### config.mk
export PLATFORM = sky130hd
export DESIGN_NAME = dmem_lsu_flat
export DESIGN_NICKNAME = d
export VERILOG_FILES = /design/src/rtl/dmem_lsu_if.sv /design/src/rtl/dmem_lsu.sv /design/src/flat_wrapper.sv
export SDC_FILE = /design/constraint.sdc
export NUM_CORES = 1
export LEC_CHECK = 0
export ABC_AREA = 1
export BUFFER_PORTS_ARGS = -buffer_cell sky130_fd_sc_hd__buf_2
export CAP_MARGIN = 40
export CORE_ASPECT_RATIO = 0.75
export CORE_MARGIN = 1
export CORE_UTILIZATION = 49
export CTS_CLUSTER_SIZE = 8
export DETAILED_ROUTE_END_ITERATION = 12
export PLACE_DENSITY = 0.84
export SLEW_MARGIN = 20
export SYNTH_ARGS = -nofsm -noshare
export SYNTH_HDL_FRONTEND = slang
export SYNTH_SLANG_ARGS = --single-unit
### constraint.sdc
create_clock -name clk -period 1.8 [get_ports clk]
set_clock_uncertainty 0.05 [all_clocks]
set_input_delay 0.09 -clock clk [delete_from_list [all_inputs] [get_ports clk]]
set_output_delay 0.09 -clock clk [all_outputs]
set_load 0.05 [all_outputs]
### src/rtl/dmem_lsu_if.sv
// dmem_lsu_if: bundles the pipeline-side request/response signals and the
// data-memory bus of the load/store unit.
//   master : environment side (memory stage drives req_*, memory drives
//            mem_rdata/mem_ack; receives stall, resp_*, misalign, timeout, mem_*)
//   slave  : load/store unit side (the reverse directions)
interface dmem_lsu_if #(
   parameter int unsigned XLEN   = 32,
   parameter int unsigned ADDR_W = 32
);
   localparam int unsigned BE_W = XLEN / 8;

   // pipeline side
   logic              req_valid;
   logic              req_we;
   logic [2:0]        req_dmtype;
   logic [ADDR_W-1:0] req_addr;
   logic [XLEN-1:0]   req_wdata;
   logic              stall;
   logic              resp_valid;
   logic [XLEN-1:0]   resp_rdata;
   logic              misalign;
   logic              timeout;

   // memory side
   logic              mem_req;
   logic              mem_we;
   logic [ADDR_W-1:0] mem_addr;
   logic [BE_W-1:0]   mem_be;
   logic [XLEN-1:0]   mem_wdata;
   logic [XLEN-1:0]   mem_rdata;
   logic              mem_ack;

   modport master (
      output req_valid, req_we, req_dmtype, req_addr, req_wdata,
      output mem_rdata, mem_ack,
      input  stall, resp_valid, resp_rdata, misalign, timeout,
      input  mem_req, mem_we, mem_addr, mem_be, mem_wdata
   );

   modport slave (
      input  req_valid, req_we, req_dmtype, req_addr, req_wdata,
      input  mem_rdata, mem_ack,
      output stall, resp_valid, resp_rdata, misalign, timeout,
      output mem_req, mem_we, mem_addr, mem_be, mem_wdata
   );
endinterface

### src/rtl/dmem_lsu.sv
// dmem_lsu: single-outstanding load/store unit between the memory stage and
// data memory. Handles sub-word accesses with lane alignment, holds the
// pipeline through memory wait states, and reports misaligned/illegal
// accesses and missing acknowledges.
// Ports:
//   clk    : rising-edge clock
//   reset  : synchronous, active-high
//   bus    : dmem_lsu_if.slave (request/response + memory bus)
module dmem_lsu #(
   parameter int unsigned XLEN    = 32,
   parameter int unsigned ADDR_W  = 32,
   parameter int unsigned TIMEOUT = 255
) (
   input logic        clk,
   input logic        reset,
   dmem_lsu_if.slave  bus
);
   localparam int unsigned BE_W  = XLEN / 8;
   localparam int unsigned OFS_W = $clog2(BE_W);
   localparam int unsigned CNT_W = (TIMEOUT < 2) ? 1 : $clog2(TIMEOUT + 1);

   typedef enum logic [1:0] {S_IDLE, S_WAIT, S_DONE, S_ERR} state_e;

   state_e            state_q, state_d;
   logic [CNT_W-1:0]  cnt_q, cnt_d;
   logic [2:0]        dmtype_q, dmtype_d;
   logic [OFS_W-1:0]  ofs_q, ofs_d;

   logic              mem_req_q, mem_req_d;
   logic              mem_we_q, mem_we_d;
   logic [ADDR_W-1:0] mem_addr_q, mem_addr_d;
   logic [BE_W-1:0]   mem_be_q, mem_be_d;
   logic [XLEN-1:0]   mem_wdata_q, mem_wdata_d;
   logic              resp_valid_q, resp_valid_d;
   logic [XLEN-1:0]   resp_rdata_q, resp_rdata_d;
   logic              misalign_q, misalign_d;
   logic              timeout_q, timeout_d;
   logic              stall_c;

   logic [OFS_W-1:0]  ofs_c;
   logic              ok_c;
   logic [7:0]        mask8_c;
   logic [XLEN-1:0]   load_c;

   // Truncate d to its low n bits, then sign- or zero-extend back to XLEN.
   function automatic logic [XLEN-1:0] ext_f(input logic [XLEN-1:0] d,
                                             input int unsigned     n,
                                             input logic            sgn);
      logic [XLEN-1:0] up;
      up = d << (XLEN - n);
      if (sgn) return XLEN'($signed(up) >>> (XLEN - n));
      return up >> (XLEN - n);
   endfunction

   assign ofs_c = bus.req_addr[OFS_W-1:0];

   // Alignment/legality check and size mask for the incoming request.
   always_comb begin
      ok_c    = 1'b0;
      mask8_c = 8'h00;
      case (bus.req_dmtype)
         3'b000: begin
            ok_c    = (ofs_c & OFS_W'(3)) == '0;
            mask8_c = 8'h0F;
         end
         3'b001, 3'b010: begin
            ok_c    = ~ofs_c[0];
            mask8_c = 8'h03;
         end
         3'b011, 3'b100: begin
            ok_c    = 1'b1;
            mask8_c = 8'h01;
         end
         3'b101: begin
            ok_c    = (XLEN == 64) && (ofs_c == '0);
            mask8_c = 8'hFF;
         end
         3'b110: begin
            ok_c    = (XLEN == 64) && ((ofs_c & OFS_W'(3)) == '0);
            mask8_c = 8'h0F;
         end
         default: begin
            ok_c    = 1'b0;
            mask8_c = 8'h00;
         end
      endcase
   end

   // Load data: move the addressed lane down to bit 0, then extend.
   always_comb begin
      logic [XLEN-1:0] sh;
      sh = bus.mem_rdata >> {ofs_q, 3'b000};
      case (dmtype_q)
         3'b000:  load_c = ext_f(sh, 32, 1'b1);
         3'b001:  load_c = ext_f(sh, 16, 1'b1);
         3'b010:  load_c = ext_f(sh, 16, 1'b0);
         3'b011:  load_c = ext_f(sh, 8, 1'b1);
         3'b100:  load_c = ext_f(sh, 8, 1'b0);
         3'b101:  load_c = sh;
         3'b110:  load_c = ext_f(sh, 32, 1'b0);
         default: load_c = '0;
      endcase
   end

   // Next-state and registered-output logic.
   always_comb begin
      state_d      = state_q;
      cnt_d        = cnt_q;
      dmtype_d     = dmtype_q;
      ofs_d        = ofs_q;
      mem_req_d    = mem_req_q;
      mem_we_d     = mem_we_q;
      mem_addr_d   = mem_addr_q;
      mem_be_d     = mem_be_q;
      mem_wdata_d  = mem_wdata_q;
      resp_valid_d = 1'b0;
      resp_rdata_d = '0;
      misalign_d   = 1'b0;
      timeout_d    = 1'b0;
      stall_c      = 1'b0;

      case (state_q)
         S_IDLE: begin
            stall_c = bus.req_valid;
            if (bus.req_valid) begin
               dmtype_d = bus.req_dmtype;
               ofs_d    = ofs_c;
               if (ok_c) begin
                  state_d     = S_WAIT;
                  cnt_d       = '0;
                  mem_req_d   = 1'b1;
                  mem_we_d    = bus.req_we;
                  mem_addr_d  = {bus.req_addr[ADDR_W-1:OFS_W], OFS_W'(0)};
                  mem_be_d    = BE_W'(mask8_c) << ofs_c;
                  mem_wdata_d = bus.req_wdata << {ofs_c, 3'b000};
               end else begin
                  state_d    = S_ERR;
                  misalign_d = 1'b1;
               end
            end
         end
         S_WAIT: begin
            stall_c = 1'b1;
            // Ack wins over a timeout compare in the same cycle.
            if (bus.mem_ack) begin
               state_d      = S_DONE;
               resp_valid_d = 1'b1;
               resp_rdata_d = mem_we_q ? '0 : load_c;
            end else if ((TIMEOUT != 0) && (cnt_q == CNT_W'(TIMEOUT))) begin
               state_d   = S_ERR;
               timeout_d = 1'b1;
            end else begin
               cnt_d = cnt_q + CNT_W'(1);
            end
            if (bus.mem_ack || state_d == S_ERR) begin
               mem_req_d   = 1'b0;
               mem_we_d    = 1'b0;
               mem_addr_d  = '0;
               mem_be_d    = '0;
               mem_wdata_d = '0;
            end
         end
         S_DONE:  state_d = S_IDLE;
         S_ERR:   state_d = S_IDLE;
         default: state_d = S_IDLE;
      endcase
   end

   // State and output registers.
   always_ff @(posedge clk) begin
      if (reset) begin
         state_q      <= S_IDLE;
         cnt_q        <= '0;
         dmtype_q     <= '0;
         ofs_q        <= '0;
         mem_req_q    <= 1'b0;
         mem_we_q     <= 1'b0;
         mem_addr_q   <= '0;
         mem_be_q     <= '0;
         mem_wdata_q  <= '0;
         resp_valid_q <= 1'b0;
         resp_rdata_q <= '0;
         misalign_q   <= 1'b0;
         timeout_q    <= 1'b0;
      end else begin
         state_q      <= state_d;
         cnt_q        <= cnt_d;
         dmtype_q     <= dmtype_d;
         ofs_q        <= ofs_d;
         mem_req_q    <= mem_req_d;
         mem_we_q     <= mem_we_d;
         mem_addr_q   <= mem_addr_d;
         mem_be_q     <= mem_be_d;
         mem_wdata_q  <= mem_wdata_d;
         resp_valid_q <= resp_valid_d;
         resp_rdata_q <= resp_rdata_d;
         misalign_q   <= misalign_d;
         timeout_q    <= timeout_d;
      end
   end

   assign bus.stall      = stall_c;
   assign bus.resp_valid = resp_valid_q;
   assign bus.resp_rdata = resp_rdata_q;
   assign bus.misalign   = misalign_q;
   assign bus.timeout    = timeout_q;
   assign bus.mem_req    = mem_req_q;
   assign bus.mem_we     = mem_we_q;
   assign bus.mem_addr   = mem_addr_q;
   assign bus.mem_be     = mem_be_q;
   assign bus.mem_wdata  = mem_wdata_q;
endmodule

### src/flat_wrapper.sv
// flat-port wrapper written by rule: the top's interface ports become plain ports
module dmem_lsu_flat 
#(
   parameter int unsigned XLEN    = 32,
   parameter int unsigned ADDR_W  = 32,
   parameter int unsigned TIMEOUT = 255
)
  (clk, reset, bus_req_valid, bus_req_we, bus_req_dmtype, bus_req_addr, bus_req_wdata, bus_mem_rdata, bus_mem_ack, bus_stall, bus_resp_valid, bus_resp_rdata, bus_misalign, bus_timeout, bus_mem_req, bus_mem_we, bus_mem_addr, bus_mem_be, bus_mem_wdata);
  dmem_lsu_if #(.XLEN(XLEN), .ADDR_W(ADDR_W)) bus_i ();
  input logic clk;
  input logic reset;
  input wire logic [$bits(bus_i.req_valid)-1:0] bus_req_valid;
  input wire logic [$bits(bus_i.req_we)-1:0] bus_req_we;
  input wire logic [$bits(bus_i.req_dmtype)-1:0] bus_req_dmtype;
  input wire logic [$bits(bus_i.req_addr)-1:0] bus_req_addr;
  input wire logic [$bits(bus_i.req_wdata)-1:0] bus_req_wdata;
  input wire logic [$bits(bus_i.mem_rdata)-1:0] bus_mem_rdata;
  input wire logic [$bits(bus_i.mem_ack)-1:0] bus_mem_ack;
  output wire logic [$bits(bus_i.stall)-1:0] bus_stall;
  output wire logic [$bits(bus_i.resp_valid)-1:0] bus_resp_valid;
  output wire logic [$bits(bus_i.resp_rdata)-1:0] bus_resp_rdata;
  output wire logic [$bits(bus_i.misalign)-1:0] bus_misalign;
  output wire logic [$bits(bus_i.timeout)-1:0] bus_timeout;
  output wire logic [$bits(bus_i.mem_req)-1:0] bus_mem_req;
  output wire logic [$bits(bus_i.mem_we)-1:0] bus_mem_we;
  output wire logic [$bits(bus_i.mem_addr)-1:0] bus_mem_addr;
  output wire logic [$bits(bus_i.mem_be)-1:0] bus_mem_be;
  output wire logic [$bits(bus_i.mem_wdata)-1:0] bus_mem_wdata;
  assign bus_i.req_valid = bus_req_valid;
  assign bus_i.req_we = bus_req_we;
  assign bus_i.req_dmtype = bus_req_dmtype;
  assign bus_i.req_addr = bus_req_addr;
  assign bus_i.req_wdata = bus_req_wdata;
  assign bus_i.mem_rdata = bus_mem_rdata;
  assign bus_i.mem_ack = bus_mem_ack;
  assign bus_stall = bus_i.stall;
  assign bus_resp_valid = bus_i.resp_valid;
  assign bus_resp_rdata = bus_i.resp_rdata;
  assign bus_misalign = bus_i.misalign;
  assign bus_timeout = bus_i.timeout;
  assign bus_mem_req = bus_i.mem_req;
  assign bus_mem_we = bus_i.mem_we;
  assign bus_mem_addr = bus_i.mem_addr;
  assign bus_mem_be = bus_i.mem_be;
  assign bus_mem_wdata = bus_i.mem_wdata;
  dmem_lsu #(.XLEN(XLEN), .ADDR_W(ADDR_W), .TIMEOUT(TIMEOUT)) u_core (.clk(clk), .reset(reset), .bus(bus_i));
endmodule
==> flow_metrics.py <==
metrics = {
    "run_status": {
        "status": "complete, no violations",
    },
    "critical_path": {
        "required_ns": 2.08,
        "crit_chain": "dlygate4sd3_1 -> buf_2 -> nor2_1 -> nand3_1 -> nand3_2 -> nand2_2 -> nand3_2 -> buf_12 -> nand2_1 -> a21oi_1",
        "cp-start-kind": "primary input",
        "slowest_stage": "dlygate4sd3_1",
        "path_delay_family": "buffers and inverters",
        "r2r_slack_ns": 0.15,
        "r2r_cells": 8,
        "crit_cells": 10,
        "crit_top_cell": "nand3_2",
        "slowest_delay_ns": 0.54,
        "crit_buf_inv": 3,
        "worst_setup_path_end_kind": "register",
        "arrival_ns": 1.96,
        "path_class": "primary input to register",
        "crit_path_max_fanout": 34,
    },
    "placement": {
        "dpl.hpwl_um": 11000,
        "io_buffers": 207,
        "place_congestion": 0.966,
    },
    "drt": {
        "drt_iter0_drc": 668,
        "wl_per_cell_um": 14.4,
        "drt_first_pass_iters": 5,
        "routed_wl_um": 16900,
        "vias": 6147,
        "ant_nets": 0,
        "drc": 0,
        "viasPerCell": 5.23,
    },
    "logic_synthesis": {
        "yosysTopAreaCell": "dfxtp_1",
        "async_flop_share": 0,
        "yosys_warnings": 0,
        "yosysTopAreaCellShare": 0.442,
        "syn_area_per_cell_sq_um": 6.83,
        "synth_commonest_cells": "nand2_1, dfxtp_1, a21oi_1",
        "ys_types": 31,
        "synthTopCellsByArea": "dfxtp_1, nand2_1, a21oi_1, nand3_1, inv_1",
        "post-synth-top-count-cell": "nand2_1",
        "synthesis.area_sq_um": 5340,
        "synth_edf_count": 0,
        "ys_seq_elements": 118,
        "ys_seq_area_frac": 0.442,
        "synthCells": 782,
        "ys.flop_type": "dfxtp_1",
    },
    "global_routing": {
        "grt_usage": 0.302,
        "grt_overflow": 0,
        "first_global_vias": 5741,
        "grt_pass1_wl_um": 26600,
        "antenna_found_initial": 0,
        "grt_max_degree": 69,
    },
    "power": {
        "p_leak_nw": 3.77,
        "power_frac_comb": 0.210,
        "ir_drop_v": 0.000699,
        "power.density_nw_per_um2": 1030,
        "clkPwrFrac": 0.425,
        "switchingPower_mw": 2.38,
        "pwr-share-seq": 0.364,
        "switching_share": 0.306,
        "internal_power_mw": 5.40,
    },
    "timing": {
        "final.period_utilization": 0.931,
        "hold_viol": 0,
        "layout_min_cycle_time_ns": 1.68,
        "slew_violations": 0,
        "timing.fmax_mhz": 596,
        "grt_setup_unrepaired": "false",
        "finalSetupTns_ns": 0,
        "tightest_slew_ns": 0.709,
        "setup_violations": 0,
        "slew_headroom": 0.526,
    },
    "die": {
        "core_sq_um": 10500,
        "dieHeight_um": 92.4,
        "io_pins": 210,
        "die_x_um": 123,
        "fp-row-count": 32,
        "start_util": 0.511,
        "dieArea_sq_um": 11300,
    },
    "finish": {
        "n_fill_cell": 854,
        "drive_gt1_frac": 0.268,
        "finalNetCount": 1133,
        "syn_to_final_growth_pct": 41.4,
        "antenna_cells": 0,
        "fin_util": 0.723,
        "multi_input_area_sq_um": 2510,
        "seqCellArea_sq_um": 2360,
    },
    "min_path": {
        "min_path_type": "primary input to register",
        "min_path_cells": 5,
    },
    "clocking": {
        "cts_root_buf": "clkbuf_16",
        "cts.sinks": 118,
        "cts_max_level": 4,
        "clkLatencyLatePin_ns": 0.41,
        "clk_path_buf_depth": 2,
        "numCtsBuffers": 17,
        "clkTransAtPathRegs_ns": 0.05,
        "cts_tree": "built",
    },
    "job": {
        "drv_cap": 0,
    },
}
power groups by stage:
stage / clock network, mW / registers, mW / logic (mW)
3_3_place_gp: 0 / 2.88 / 1.48
6_report: 3.31 / 2.83 / 1.64
4_1_cts: 3.33 / 2.83 / 1.58
5_1_grt: 3.47 / 2.85 / 1.79
3_5_place_dp: 0 / 2.88 / 1.50
2_1_floorplan: 0 / 3.21 / 0.755
tightest hold or removal path, delay by kind of cell:
family	cells	cell delay [ns]
compound gates	1	0.05
buf+inv	2	0.16
simple gates	2	0.11
area by class of cell:
class,count,share of cell area
clock buffer,23,0.0633
clock inverter,8,0.0131
inverter,68,0.0338
multi-input combinational,551,0.332
sequential,118,0.313
tap,136,0.0225
timing repair buffer,272,0.222
kinds of logic after synthesis:
logic type	count (synthesis)	synth area share
AOI/OAI and AO/OA	159	0.162
adders and majority gates	1	0.00234
other	1	0.000702
buffers and inverters	114	0.0911
DFF	118	0.442
muxes	1	0.00187
and+or+nand+nor	388	0.299
stage by stage:
stage	power (mW)	instance area (sq um)	cells	worst slack [ns]	hold slack, ns
2_1_floorplan	3.96	5340	783	0.0456	0.119
3_3_place_gp	4.36	6490	1099	0.132	0.294
3_5_place_dp	4.38	6490	1099	0.125	0.298
4_1_cts	7.74	7490	1173	0.0868	0.00421
5_1_grt	8.11	7550	1176	0.0136	0.0321
6_report	7.78	7550	1176	0.123	0.0134
layer usage:
metal	share of wire	vias up	GRT usage	wire, um
met5	0	-	0	0
met4	0.041	0	0.165	695
met3	0.087	59	0.103	1470
met2	0.47	303	0.494	7990
met1	0.40	2783	0.343	6740
li1	-	3002	-	-
state kept, by name (all words and copies together) (netlist names), 2 cells and up:
signal                 cells
u_core.cnt_q               8
u_core.bus.mem_be          4
u_core.bus.mem_addr       30
u_core.dmtype_q            3
u_core.bus.resp_rdata     32
u_core.state_q             2
u_core.ofs_q               2
u_core.bus.mem_wdata      32
cells in the final DEF, fill, tap and decap left out, types with 4 or more instances in the layout:
cell type,count
dlygate4sd3_1,43
nand2_1,268
o21ai_0,37
clkbuf_16,18
inv_1,64
a211oi_1,4
buf_2,207
nor2_2,6
dfxtp_1,116
a21oi_1,93
nor2_1,45
buf_4,19
nand3_2,4
nand3_1,52
o211ai_1,18
worst paths after layout:
kind	start	endpoint
hold / removal	bus_req_wdata[7]	u_core.bus.mem_wdata[7]
setup reg to reg	u_core.cnt_q[4]	u_core.bus.mem_addr[7]
setup / recovery	bus_req_dmtype[0]	u_core.bus.mem_addr[7]
hold reg to reg	u_core.bus.mem_be[3]	u_core.bus.mem_be[3]
timing repair:
item | in CTS | in global routing
hold buffers | 43 | 0
setup endpoints to repair | 0 | 28
endpoints found under the hold margin | 45 | 0
setup buffers | 0 | 2
resized for setup | 0 | 6
Power figures use the tool's default switching activity.
